`src/rtl/pulse_peak_detector.sv`:
```
// Baseline-corrected pulse trigger with peak capture, holdoff and a valid/ready
// histogram-bin event stream. Optional pile-up rejection: PULSE_PILEUP_REJECT_EN.
module pulse_peak_detector #(
  parameter int SAMPLE_W       = 12,
  parameter int BIN_W          = 12,
  parameter int HOLDOFF_CYCLES = 16,
  parameter int MAX_WIDTH      = 255
) (
  input  logic                clk,
  input  logic                S_AXI_ARESETN,
  input  logic                sample_valid,
  input  logic [SAMPLE_W-1:0] sample,
  input  logic [SAMPLE_W-1:0] baseline,
  input  logic [SAMPLE_W-1:0] threshold,
  input  logic                enable,
  output logic                bin_valid,
  output logic [BIN_W-1:0]    bin_index,
  input  logic                bin_ready,
  output logic [31:0]         event_count,
  output logic [15:0]         drop_count,
  output logic [15:0]         pileup_count,
  output logic                busy
);

  localparam int WID_W = $clog2(MAX_WIDTH + 1);
  localparam int HO_W  = (HOLDOFF_CYCLES > 0) ? $clog2(HOLDOFF_CYCLES + 1) : 1;
  localparam logic [WID_W-1:0] WID_MAX = WID_W'(MAX_WIDTH);
  localparam logic [HO_W-1:0]  HO_LOAD = HO_W'(HOLDOFF_CYCLES);

  typedef enum logic [1:0] {IDLE, PULSE, HOLDOFF} state_e;

  function automatic logic [SAMPLE_W-1:0] clamp_corr(input logic signed [SAMPLE_W:0] diff);
    return (!diff[SAMPLE_W] && (diff != '0)) ? diff[SAMPLE_W-1:0] : '0;
  endfunction

  function automatic logic [15:0] sat_inc16(input logic [15:0] v);
    return (v == 16'hFFFF) ? v : v + 16'd1;
  endfunction

  function automatic logic [WID_W-1:0] sat_width(input logic [WID_W-1:0] w);
    return (w == WID_MAX) ? w : w + WID_W'(1);
  endfunction

  logic signed [SAMPLE_W:0] diff_p0;
  logic [SAMPLE_W-1:0]      corr_p1_q;
  logic                     vld_p1_q;

  state_e              state_q;
  logic [SAMPLE_W-1:0] peak_q;
  logic [WID_W-1:0]    width_q;
  logic [HO_W-1:0]     hold_q;
  logic                bin_valid_q;
  logic [BIN_W-1:0]    bin_index_q;
  logic [31:0]         event_count_q;
  logic [15:0]         drop_count_q;

  logic above_p1;
  logic emit_ok;
  logic xfer;

  assign diff_p0  = $signed({1'b0, sample}) - $signed({1'b0, baseline});
  assign above_p1 = (corr_p1_q > threshold);
  assign emit_ok  = !bin_valid_q || bin_ready;
  assign xfer     = bin_valid_q && bin_ready;

  // ---- stage 0 -> 1: baseline subtraction clamped at zero
  always_ff @(posedge clk or negedge S_AXI_ARESETN) begin
    if (!S_AXI_ARESETN) begin
      corr_p1_q <= '0;
      vld_p1_q  <= 1'b0;
    end else begin
      corr_p1_q <= clamp_corr(diff_p0);
      vld_p1_q  <= sample_valid;
    end
  end

`ifdef PULSE_PILEUP_REJECT_EN
  localparam logic [WID_W-1:0] WID_LAST = WID_W'(MAX_WIDTH - 1);
  logic [15:0] pileup_count_q;
`endif

  // ---- stage 1 -> 2: pulse FSM, peak tracking and output register
  always_ff @(posedge clk or negedge S_AXI_ARESETN) begin
    if (!S_AXI_ARESETN) begin
      state_q       <= IDLE;
      peak_q        <= '0;
      width_q       <= '0;
      hold_q        <= '0;
      bin_valid_q   <= 1'b0;
      bin_index_q   <= '0;
      event_count_q <= '0;
      drop_count_q  <= '0;
`ifdef PULSE_PILEUP_REJECT_EN
      pileup_count_q <= '0;
`endif
    end else begin
      if (xfer) begin
        bin_valid_q   <= 1'b0;
        event_count_q <= event_count_q + 32'd1;
      end
      case (state_q)
        IDLE: begin
          if (vld_p1_q && enable && above_p1) begin
            state_q <= PULSE;
            peak_q  <= corr_p1_q;
            width_q <= WID_W'(1);
          end
        end
        PULSE: begin
          if (vld_p1_q) begin
            if (above_p1) begin
              peak_q  <= (corr_p1_q > peak_q) ? corr_p1_q : peak_q;
              width_q <= sat_width(width_q);
`ifdef PULSE_PILEUP_REJECT_EN
              if (width_q >= WID_LAST) begin
                state_q        <= HOLDOFF;
                hold_q         <= HO_LOAD;
                pileup_count_q <= sat_inc16(pileup_count_q);
              end
`endif
            end else begin
              // A load here overrides the clear from a same-cycle transfer.
              if (emit_ok) begin
                bin_valid_q <= 1'b1;
                bin_index_q <= peak_q[SAMPLE_W-1 -: BIN_W];
              end else begin
                drop_count_q <= sat_inc16(drop_count_q);
              end
              state_q <= HOLDOFF;
              hold_q  <= HO_LOAD;
            end
          end
        end
        HOLDOFF: begin
          if (hold_q == '0) state_q <= IDLE;
          else              hold_q  <= hold_q - HO_W'(1);
        end
        default: state_q <= IDLE;
      endcase
    end
  end

  assign bin_valid   = bin_valid_q;
  assign bin_index   = bin_index_q;
  assign event_count = event_count_q;
  assign drop_count  = drop_count_q;
  assign busy        = (state_q != IDLE);
`ifdef PULSE_PILEUP_REJECT_EN
  assign pileup_count = pileup_count_q;
`else
  assign pileup_count = 16'd0;
`endif

endmodule

```
`config.mk`:
```
export PLATFORM = sky130hd
export DESIGN_NAME = pulse_peak_detector
export DESIGN_NICKNAME = d
export VERILOG_FILES = /design/src/rtl/pulse_peak_detector.sv
export SDC_FILE = /design/constraint.sdc
export NUM_CORES = 1
export LEC_CHECK = 0
export BUFFER_PORTS_ARGS = -buffer_cell sky130_fd_sc_hd__buf_2
export CORE_MARGIN = 4
export CORE_UTILIZATION = 50
export CTS_CLUSTER_SIZE = 28
export DETAILED_ROUTE_END_ITERATION = 6
export PLACE_DENSITY = 0.75
export SLEW_MARGIN = 20
export SYNTH_ARGS = -nofsm -noshare
export SYNTH_HDL_FRONTEND = slang
export SYNTH_SLANG_ARGS = --single-unit
```
`constraint.sdc`:
```
create_clock -name clk -period 3 [get_ports clk]
set_clock_uncertainty 0.05 [all_clocks]
set_input_delay 0.6 -clock clk [delete_from_list [all_inputs] [get_ports clk]]
set_output_delay 0.6 -clock clk [all_outputs]
set_load 0.03 [all_outputs]
```
==> results.ini, run 1 <==
[status]
status = completed

[layout]
layout-drive-gt1-share_pct = 26.3
nets = 696
diodes = 0
area_delta_synth_final_pct = 15.6
final_util_pct = 58.9
final-seq-area_mm2 = 0.00233
nFillCells = 910
multi_input_area_mm2 = 0.00264
final_cells = 755

[route]
dr.pass1.iters = 4
num_vias = 3952
drt_iter0_drc = 190
viasPerCell = 5.23
wl_per_cell_um = 14.2
wirelength_um = 10700
antenna_left = 0
drc = 0

[floorplan]
core_mm2 = 0.0103
die_h_um = 110
start_util_pct = 51.0
dieArea_mm2 = 0.0122
row_count = 37
die_x_um = 110
ios = 119

[clock_network]
clk_pin_slew_worst_paths_ns = 0.09
post_cts_buffers = 0
htreeDepth = 3
cts_buffer_depth = 2
cts_resized = 0
post_cts_hold_buffer_count = 0
clockRootBuffer = clkbuf_8
clk_latency_ns = 0.37
cts_tree = built
clock_sink_count = 93
numCtsBuffers = 9

[setup_path]
timing.rr.end = peak_q[9]
r2r-start = corr_p1_q[1]
cp.required_ns = 3.20
worstPathMaxFanout = 12
cp.arrival_ns = 2.70
endpoint_kind = flop
r2r_cells = 8
rrSetupSlack_ns = 0.50
worstSetupPathType = flop to flop
cp-start-kind = flop

[synth]
ys.flop_type = dfrtp_1
yosys_warnings = 0
synthCells = 499
yosysTopAreaCellShare_pct = 44.4
ys_ff_latch = 93
post-synth-top-count-cell = dfrtp_1
seq_area_frac_synth_pct = 44.4
synth-edff-count = 0
synthArstFlopShare_pct = 100
synth_common_cells = 93 x dfrtp_1, 48 x inv_1, 41 x xnor2_1, 40 x ha_1, 29 x nand2_1
syn_avg_cell_area_um2 = 10.5
synth_area_leader_cell = dfrtp_1
synthTopCellsByArea = dfrtp_1 44%, ha_1 9.6%, xnor2_1 6.9%, inv_1 3.4%, mux2_2 3.2%
synthDistinctLibCells = 53
synth_area_mm2 = 0.00524

[placed_design]
place_ws_ns = 0.249
dp_cells = 739
io_buffers = 102
routabilityCongestion = 0.865
hpwl_um = 8480

[timing]
finalCriticalPeriod_ns = 2.50
final_hold_viol_count = 0
max_slew_margin_pct = 57.6
grt_setup_unrepaired = false
setup_ws_ns = 0.501
period_share_pct = 83.3
slew_violations = 0
setup_viol = 0
fmax_mhz = 400
tightest_slew_ns = 0.629
tns_ns = 0

[global_route]
antenna_found_initial = 0
grt_pass1_vias = 3848
grt_pass1_wl_um = 17500
grt.total_usage_pct = 18.1
globalRouteOverflowTotal = 0
grt_max_degree = 41

[run]
max_cap_viol_count = 0

[power_and_ir_drop]
p_per_area_mw_per_mm2 = 588
p_leak_nw = 3.16
p_total_mw = 3.56
peakVddDrop_mv = 0.247

[hold_path]
hold_path.class = primary input to asynchronous set/reset pin

how the worst max path moves through the flow:
| stage | from | slack, ns | cells after the start | endpoint |
|---|---|---|---|---|
| after floorplan | sample[0] | 0.39 | 10 | corr_p1_q[2] |
| after global placement | threshold[9] | 0.29 | 10 | peak_q[0] |
| after detailed placement | threshold[9] | 0.25 | 9 | drop_count[1] |
| after CTS | corr_p1_q[1] | 0.51 | 8 | peak_q[9] |
| after global routing | corr_p1_q[1] | 0.40 | 8 | peak_q[9] |
| final | corr_p1_q[1] | 0.50 | 8 | peak_q[9] |
critical path, cell delays in order, from the launching register on:
cell and delay, ns:
dfrtp_1 0.45, ha_1 0.33, nor2b_1 0.13, o211ai_1 0.13, a21oi_1 0.24, o211ai_2 0.13
nor4_2 0.28, buf_4 0.28, mux2_2 0.36
final cells by class:
class	instances	share of cell area, %
tap	136	2.81
sequential	93	38.4
clock buffer	9	2.04
multi-input combinational	353	43.5
timing repair buffer	109	9.33
inverter	48	2.97
clock inverter	7	0.909
layout by cell type (no fill, tap or decap), drive strengths merged, types with 14 or more instances in the layout:
cell type	netlist	routed
buf	19	109
dfrtp	93	93
inv	48	52
xnor2	41	41
ha	40	40
nand2	29	29
nor2	28	28
mux2	28	28
nand3	22	22
nand4	17	17
conb	1	16
a21oi	15	15
xor2	14	14
metal layers:
layer,up-vias,GRT usage (%),wire length (um)
li1,1928,-,-
met1,1910,22.8,4680
met2,99,31.0,5290
met3,15,3.26,579
met4,0,7.21,182
met5,-,0,0
through the flow:
step,area [um2],hold slack [ns]
after floorplan,5300,0.254
after global placement,5880,0.405
after detailed placement,5880,0.409
after CTS,6060,0.147
after global routing,6060,0.176
final,6060,0.140
power breakdown:
group / switching (mW) / internal (mW) / leakage, nW
clock: 0.485 / 0.313 / 0.0923
sequential: 0.179 / 1.45 / 1.24
combinational: 0.660 / 0.473 / 1.82
total: 1.32 / 2.24 / 3.16
cell families after synthesis:
kind of cell,share of synthesized area (%)
simple gates,16.2
flops,44.4
buf+inv,6.33
xor+xnor,9.20
compound gates,6.90
fa+ha+maj,9.94
mux,6.93
other cells,0.0716
sequential cells by signal, summed over array words and instances, names as in the netlist:
register and count:
event_count 32, drop_count 16, bin_index 12, corr_p1_q 12, peak_q 12, hold_q 5, state_q 2, bin_valid 1
vld_p1_q 1
No activity file was read; power rests on OpenSTA's default activity.
==> run 2: changes to the inputs <==
==> constraint.sdc (replaced) <==
create_clock -name clk -period 2.5 [get_ports clk]
set_clock_uncertainty 0.05 [all_clocks]
set_input_delay 0.5 -clock clk [delete_from_list [all_inputs] [get_ports clk]]
set_output_delay 0.5 -clock clk [all_outputs]
set_load 0.03 [all_outputs]
==> run 2 against run 1 <==
Compared with the run above: global-route usage is 0.30 points lower; clock-buffer cell count increased by 1; maximum frequency grew 5.3%; total power up 20%; largest power group unchanged; worst setup slack got worse by 0.37 ns; sequential share of layout area down 0.62 points; clock power increased by 15%; combinational power is 24% higher; wire length grew 0.36%; largest cell class unchanged; critical path depth is the same.
==> results.ini, run 2 (synthesis results as in run 1) <==
[status]
status = completed

[placed_design]
routabilityCongestion = 0.851  ; -1.6%
hpwl_um = 8520  ; +0.50%
io_buffers = 102  ; unchanged

[setup_path]
cp_slowest_cell = dfrtp_1
slowest_delay_ns = 0.39  ; -0.06 ns
path_buf_inv = 1  ; unchanged
worstSetupPathType = flop to flop
endpoint_kind = flop
cp.arrival_ns = 2.56  ; -0.14 ns
rrSetupSlack_ns = 0.13  ; -0.37 ns
worstPathMaxFanout = 12  ; unchanged
cp.required_ns = 2.69  ; -0.51 ns
crit_path_cell_trace = ha_1 > a211oi_2 > o21ai_1 > or3_1 > o211ai_2 > nor4_4 > buf_12 > mux2_4
crit_family = compound AO/OA/AOI/OAI gates
cp-start-kind = flop

[clock_network]
post_cts_hold_buffer_count = 0  ; unchanged
clockRootBuffer = clkbuf_8
cts_buffer_depth = 2  ; unchanged
clock_sink_count = 93  ; unchanged
htreeDepth = 3  ; unchanged
numCtsBuffers = 9  ; unchanged
cts_tree = built
clk_latency_ns = 0.36  ; about the same
clk_pin_slew_worst_paths_ns = 0.09  ; about the same

[global_route]
antenna_found_initial = 0  ; unchanged
grt_pass1_wl_um = 17400  ; -0.47%
globalRouteOverflowTotal = 0  ; unchanged
grt_pass1_vias = 3865  ; +0.44%
grt.total_usage_pct = 17.9  ; -0.30 points
grt_max_degree = 46  ; +12%

[route]
drt_iter0_drc = 235  ; +24%
dr.pass1.iters = 4  ; unchanged
drc = 0  ; unchanged
num_vias = 3956  ; +0.10%
viasPerCell = 5.18  ; -1.1%
wl_per_cell_um = 14.1  ; -0.82%
wirelength_um = 10800  ; +0.36%
antenna_left = 0  ; unchanged

[power_and_ir_drop]
p_leak_nw = 3.19  ; +1.1%
pwr-share-clk_pct = 21.4  ; -1.0 points
switchingPower_mw = 1.57  ; +18%
switching_share_pct = 36.7  ; -0.44 points
pwr-share-seq_pct = 45.8  ; about the same
p_per_area_mw_per_mm2 = 694  ; +18%
pwr-share-comb_pct = 32.7  ; +0.9 points
peakVddDrop_mv = 0.404  ; +64%
p_int_mw = 2.70  ; +21%

[timing]
fmax_mhz = 422  ; +5.3%
finalCriticalPeriod_ns = 2.37  ; -0.127 ns
period_share_pct = 94.9  ; +12 points
whs_ns = 0.0860  ; -0.0543 ns
slew_violations = 0  ; unchanged
tightest_slew_ns = 0.637  ; +0.00776 ns
setup_viol = 0  ; unchanged
grt_setup_unrepaired = false
max_slew_margin_pct = 57.1  ; -0.52 points
final_hold_viol_count = 0  ; unchanged

[floorplan]
ios = 119  ; unchanged
start_util_pct = 51.0  ; unchanged
die_h_um = 110  ; unchanged
row_count = 37  ; unchanged
die_x_um = 110  ; unchanged
dieArea_mm2 = 0.0122  ; unchanged
core_mm2 = 0.0103  ; unchanged

[layout]
final_util_pct = 59.9  ; +0.96 points
layout-drive-gt1-share_pct = 27.7  ; +1.4 points
nets = 705  ; +1.3%
nFillCells = 913  ; +0.33%
diodes = 0  ; unchanged
final_common_cell = buf_2
final_cell_mix = 101 x buf_2, 93 x dfrtp_1, 48 x inv_1, 41 x xnor2_1, 40 x ha_1
area_delta_synth_final_pct = 17.5
largest_register_ffs = 32  ; unchanged

[hold_path]
hold_path.class = primary input to asynchronous set/reset pin

[run]
max_cap_viol_count = 0  ; unchanged

[run 2: power groups by stage]
stage	clock network [mW]	registers, mW	logic (mW)
detailed placement	0	1.98	1.39
global route	1.01	1.99	1.55
CTS	0.932	1.96	1.40
global placement	0	1.97	1.34
floorplan	0	2.14	0.821
finish	0.915	1.96	1.40
[run 2: final timing paths]
path / cells after the start / start / end
min: 1 / S_AXI_ARESETN / bin_index[5]
max: 8 / corr_p1_q[9] / peak_q[10]
min reg2reg: 1 / state_q[1] / state_q[0]
min in group clk: 1 / sample_valid / vld_p1_q
max in group asynchronous: 2 / S_AXI_ARESETN / event_count[5]
max reg2reg: 8 / corr_p1_q[9] / peak_q[10]
[run 2: per-layer routing]
| metal | up-vias | part of all wire [%] | track usage, % |
|---|---|---|---|
| li1 | 1940 | - | - |
| met1 | 1905 | 44 | 23.4 |
| met2 | 102 | 50 | 30.6 |
| met3 | 9 | 5.3 | 3.79 |
| met4 | 0 | 0.91 | 3.78 |
| met5 | - | 0 | 0 |
[run 2: what timing repair did]
item / CTS / global route
setup endpoints to repair: 0 / 26
gates resized for setup: 0 / 4
setup buffers: 0 / 1
[run 2: area by class of cell]
cell class,instances,area (um2),share of cell area (%)
timing repair buffer,118,646,10.5
tap,136,170,2.76
sequential,93,2330,37.8
multi-input combinational,353,2660,43.2
inverter,48,180,2.93
clock inverter,6,47.5,0.772
clock buffer,10,128,2.07
[run 2: stage by stage]
step / TNS, ns / area (um2) / total power, mW / std cells / worst slack [ns]
5_1_grt: 0 / 6160 / 4.55 / 764 / 0.0134
4_1_cts: 0 / 6130 / 4.29 / 763 / 0.0954
6_report: 0 / 6160 / 4.27 / 764 / 0.128
3_3_place_gp: -1.30 / 5960 / 3.30 / 747 / -0.0775
2_1_floorplan: 0 / 5300 / 2.96 / 514 / 0.0786
3_5_place_dp: -3.48 / 5960 / 3.38 / 747 / -0.114
==> run 3: changes to the inputs <==
--- a/config.mk
+++ b/config.mk
@@ -11,6 +11,7 @@
 export CTS_CLUSTER_SIZE = 28
 export DETAILED_ROUTE_END_ITERATION = 6
 export PLACE_DENSITY = 0.75
+export RECOVER_POWER = 50
 export SLEW_MARGIN = 20
 export SYNTH_ARGS = -nofsm -noshare
 export SYNTH_HDL_FRONTEND = slang
==> run 3 against run 2 <==
Compared with the run above: flip-flop and latch count is the same; hold slack better by 0.12 ns; critical path depth stayed put; cell count unchanged; sequential share of layout area increased by 0.27 points; die area did not move; combinational power about the same; clock power about the same; critical endpoint unchanged; largest power group unchanged.
==> results.ini, run 3 (synthesis results as in run 1) <==
[floorplan]
die_x_um = 110  ; unchanged
core_mm2 = 0.0103  ; unchanged
row_count = 37  ; unchanged
dieArea_mm2 = 0.0122  ; unchanged
start_util_pct = 51.0  ; unchanged
die_h_um = 110  ; unchanged
ios = 119  ; unchanged

[setup_path]
cp.arrival_ns = 2.56  ; about the same
rrSetupSlack_ns = 0.13  ; about the same
cp-endpoint = peak_q[10]
timing.rr.end = peak_q[10]
cp_slowest_cell = dfrtp_1
crit_cells = 8  ; unchanged
r2r-start = corr_p1_q[9]
endpoint_kind = flop
path_buf_inv = 1  ; unchanged
r2r_cells = 8  ; unchanged
crit_path_cell_trace = ha_1 > a211oi_2 > o21ai_1 > or3_1 > o211ai_2 > nor4_4 > buf_12 > mux2_4
worstPathMaxFanout = 12  ; unchanged
cp-start-kind = flop
crit_family = compound AO/OA/AOI/OAI gates
slowest_delay_ns = 0.39  ; about the same
worstSetupPathType = flop to flop
startpoint = corr_p1_q[9]
cp.required_ns = 2.69  ; about the same

[power_and_ir_drop]
pwr-share-clk_pct = 21.6  ; +0.2 points
p_per_area_mw_per_mm2 = 696  ; +0.26%
pwr-share-seq_pct = 46.1  ; +0.3 points
p_int_mw = 2.68  ; -0.88%
peakVddDrop_mv = 0.404  ; -0.16%
switchingPower_mw = 1.57  ; +0.27%
switching_share_pct = 37.0  ; +0.27 points
p_leak_nw = 3.09  ; -3.2%
pwr-share-comb_pct = 32.3  ; -0.4 points

[global_route]
grt_pass1_wl_um = 17400  ; unchanged
grt.total_usage_pct = 17.9  ; unchanged
globalRouteOverflowTotal = 0  ; unchanged
grt_pass1_vias = 3865  ; unchanged
antenna_found_initial = 0  ; unchanged
grt_max_degree = 46  ; unchanged

[run]
max_cap_viol_count = 0  ; unchanged

[clock_network]
post_cts_hold_buffer_count = 0  ; unchanged
clockRootBuffer = clkbuf_8
clock_sink_count = 93  ; unchanged
cts_tree = built
htreeDepth = 3  ; unchanged
numCtsBuffers = 9  ; unchanged
clk_latency_ns = 0.36  ; about the same
cts_buffer_depth = 2  ; unchanged
clk_pin_slew_worst_paths_ns = 0.10  ; about the same

[timing]
whs_ns = 0.208  ; +0.122 ns
setup_viol = 0  ; unchanged
final_hold_viol_count = 0  ; unchanged
tightest_slew_ns = 1.09  ; +0.448 ns
fmax_mhz = 421  ; about the same
max_slew_margin_pct = 27.6  ; -30 points
grt_setup_unrepaired = false
finalCriticalPeriod_ns = 2.37  ; +0.000685 ns
period_share_pct = 94.9  ; about the same
slew_violations = 0  ; unchanged

[layout]
nFillCells = 927  ; +1.5%
final_cell_mix = 93 x dfrtp_1, 80 x buf_2, 48 x inv_1, 41 x xnor2_1, 40 x ha_1
layout-drive-gt1-share_pct = 23.7  ; -4.0 points
diodes = 0  ; unchanged
area_delta_synth_final_pct = 16.7
largest_register_ffs = 32  ; unchanged
final_common_cell = dfrtp_1
final_cell_area_mm2 = 0.00611  ; -0.71%
nets = 705  ; unchanged

[route]
wl_per_cell_um = 14.2  ; +0.41%
num_vias = 3968  ; +0.30%
viasPerCell = 5.19  ; +0.30%
antenna_left = 0  ; unchanged
drc = 0  ; unchanged
drt_iter0_drc = 223  ; -5.1%
wirelength_um = 10800  ; +0.41%
dr.pass1.iters = 4  ; unchanged

[placed_design]
hpwl_um = 8520  ; unchanged
routabilityCongestion = 0.851  ; unchanged
io_buffers = 102  ; unchanged
placed_cell_area_mm2 = 0.00596  ; unchanged

[hold_path]
hold_path.class = primary input to flop

[status]
status = completed

[run 3: cell types whose count changed in the layout (fill, tap and decap cells not counted), sizes merged]
cell    delta
buf       -26
clkbuf    +26
[run 3: power by group through the flow]
stage	logic (mW)	clock network (mW)	registers, mW
after global routing	1.53	1.01	1.99
after floorplan	0.821	0	2.14
after global placement	1.34	0	1.97
final	1.37	0.917	1.96
after detailed placement	1.39	0	1.98
after CTS	1.40	0.932	1.96
[run 3: layout make-up]
cell class,instances,area [um2],area share (%)
Timing Repair Buffer,118,602,9.84
Inverter,48,180,2.95
Sequential cell,93,2330,38.1
Clock inverter,6,47.5,0.778
Clock buffer,10,128,2.09
Tap cell,136,170,2.78
Multi-Input combinational cell,353,2660,43.5
[run 3: through the flow]
stage / setup TNS (ns) / cells / setup slack (ns) / util (%) / power (mW)
2_1_floorplan: 0 / 514 / 0.0786 / - / 2.96
5_1_grt: 0 / 764 / 0.0134 / 59.5 / 4.53
3_5_place_dp: -3.48 / 747 / -0.114 / 58.0 / 3.38
6_report: 0 / 764 / 0.127 / 59.5 / 4.25
3_3_place_gp: -1.30 / 747 / -0.0775 / 58.0 / 3.30
4_1_cts: 0 / 763 / 0.0954 / 59.7 / 4.29
[run 3: how the worst min path moves through the flow]
stage	start	to	slack [ns]	cells after the start
finish	sample_valid	vld_p1_q	0.21	1
floorplan	S_AXI_ARESETN	bin_index[0]	0.15	0
global placement	event_count[31]	event_count[31]	0.40	1
detailed placement	state_q[1]	state_q[0]	0.41	1
CTS	S_AXI_ARESETN	bin_index[6]	0.09	1
global route	sample_valid	vld_p1_q	0.18	1
[run 3: routing by layer]
metal | GRT usage (%) | vias up | routed length (um)
met3 | 3.79 | 9 | 593
met2 | 30.6 | 106 | 5350
li1 | - | 1939 | -
met1 | 23.4 | 1914 | 4780
met4 | 3.78 | 0 | 98
met5 | 0 | - | 0
[run 3: what timing repair did]
action / in CTS / in global routing
setup buffers: 0 / 1
resized for setup: 0 / 4
endpoints found under the setup margin: 0 / 26
[run 3: worst reg2reg max path, delay by kind of cell (launching register included)]
family,cells,cell delay [ns]
buf+inv,1,0.17
mux,1,0.29
compound gates,3,0.62
simple gates,2,0.45
fa+ha+maj,1,0.31
flops,1,0.39
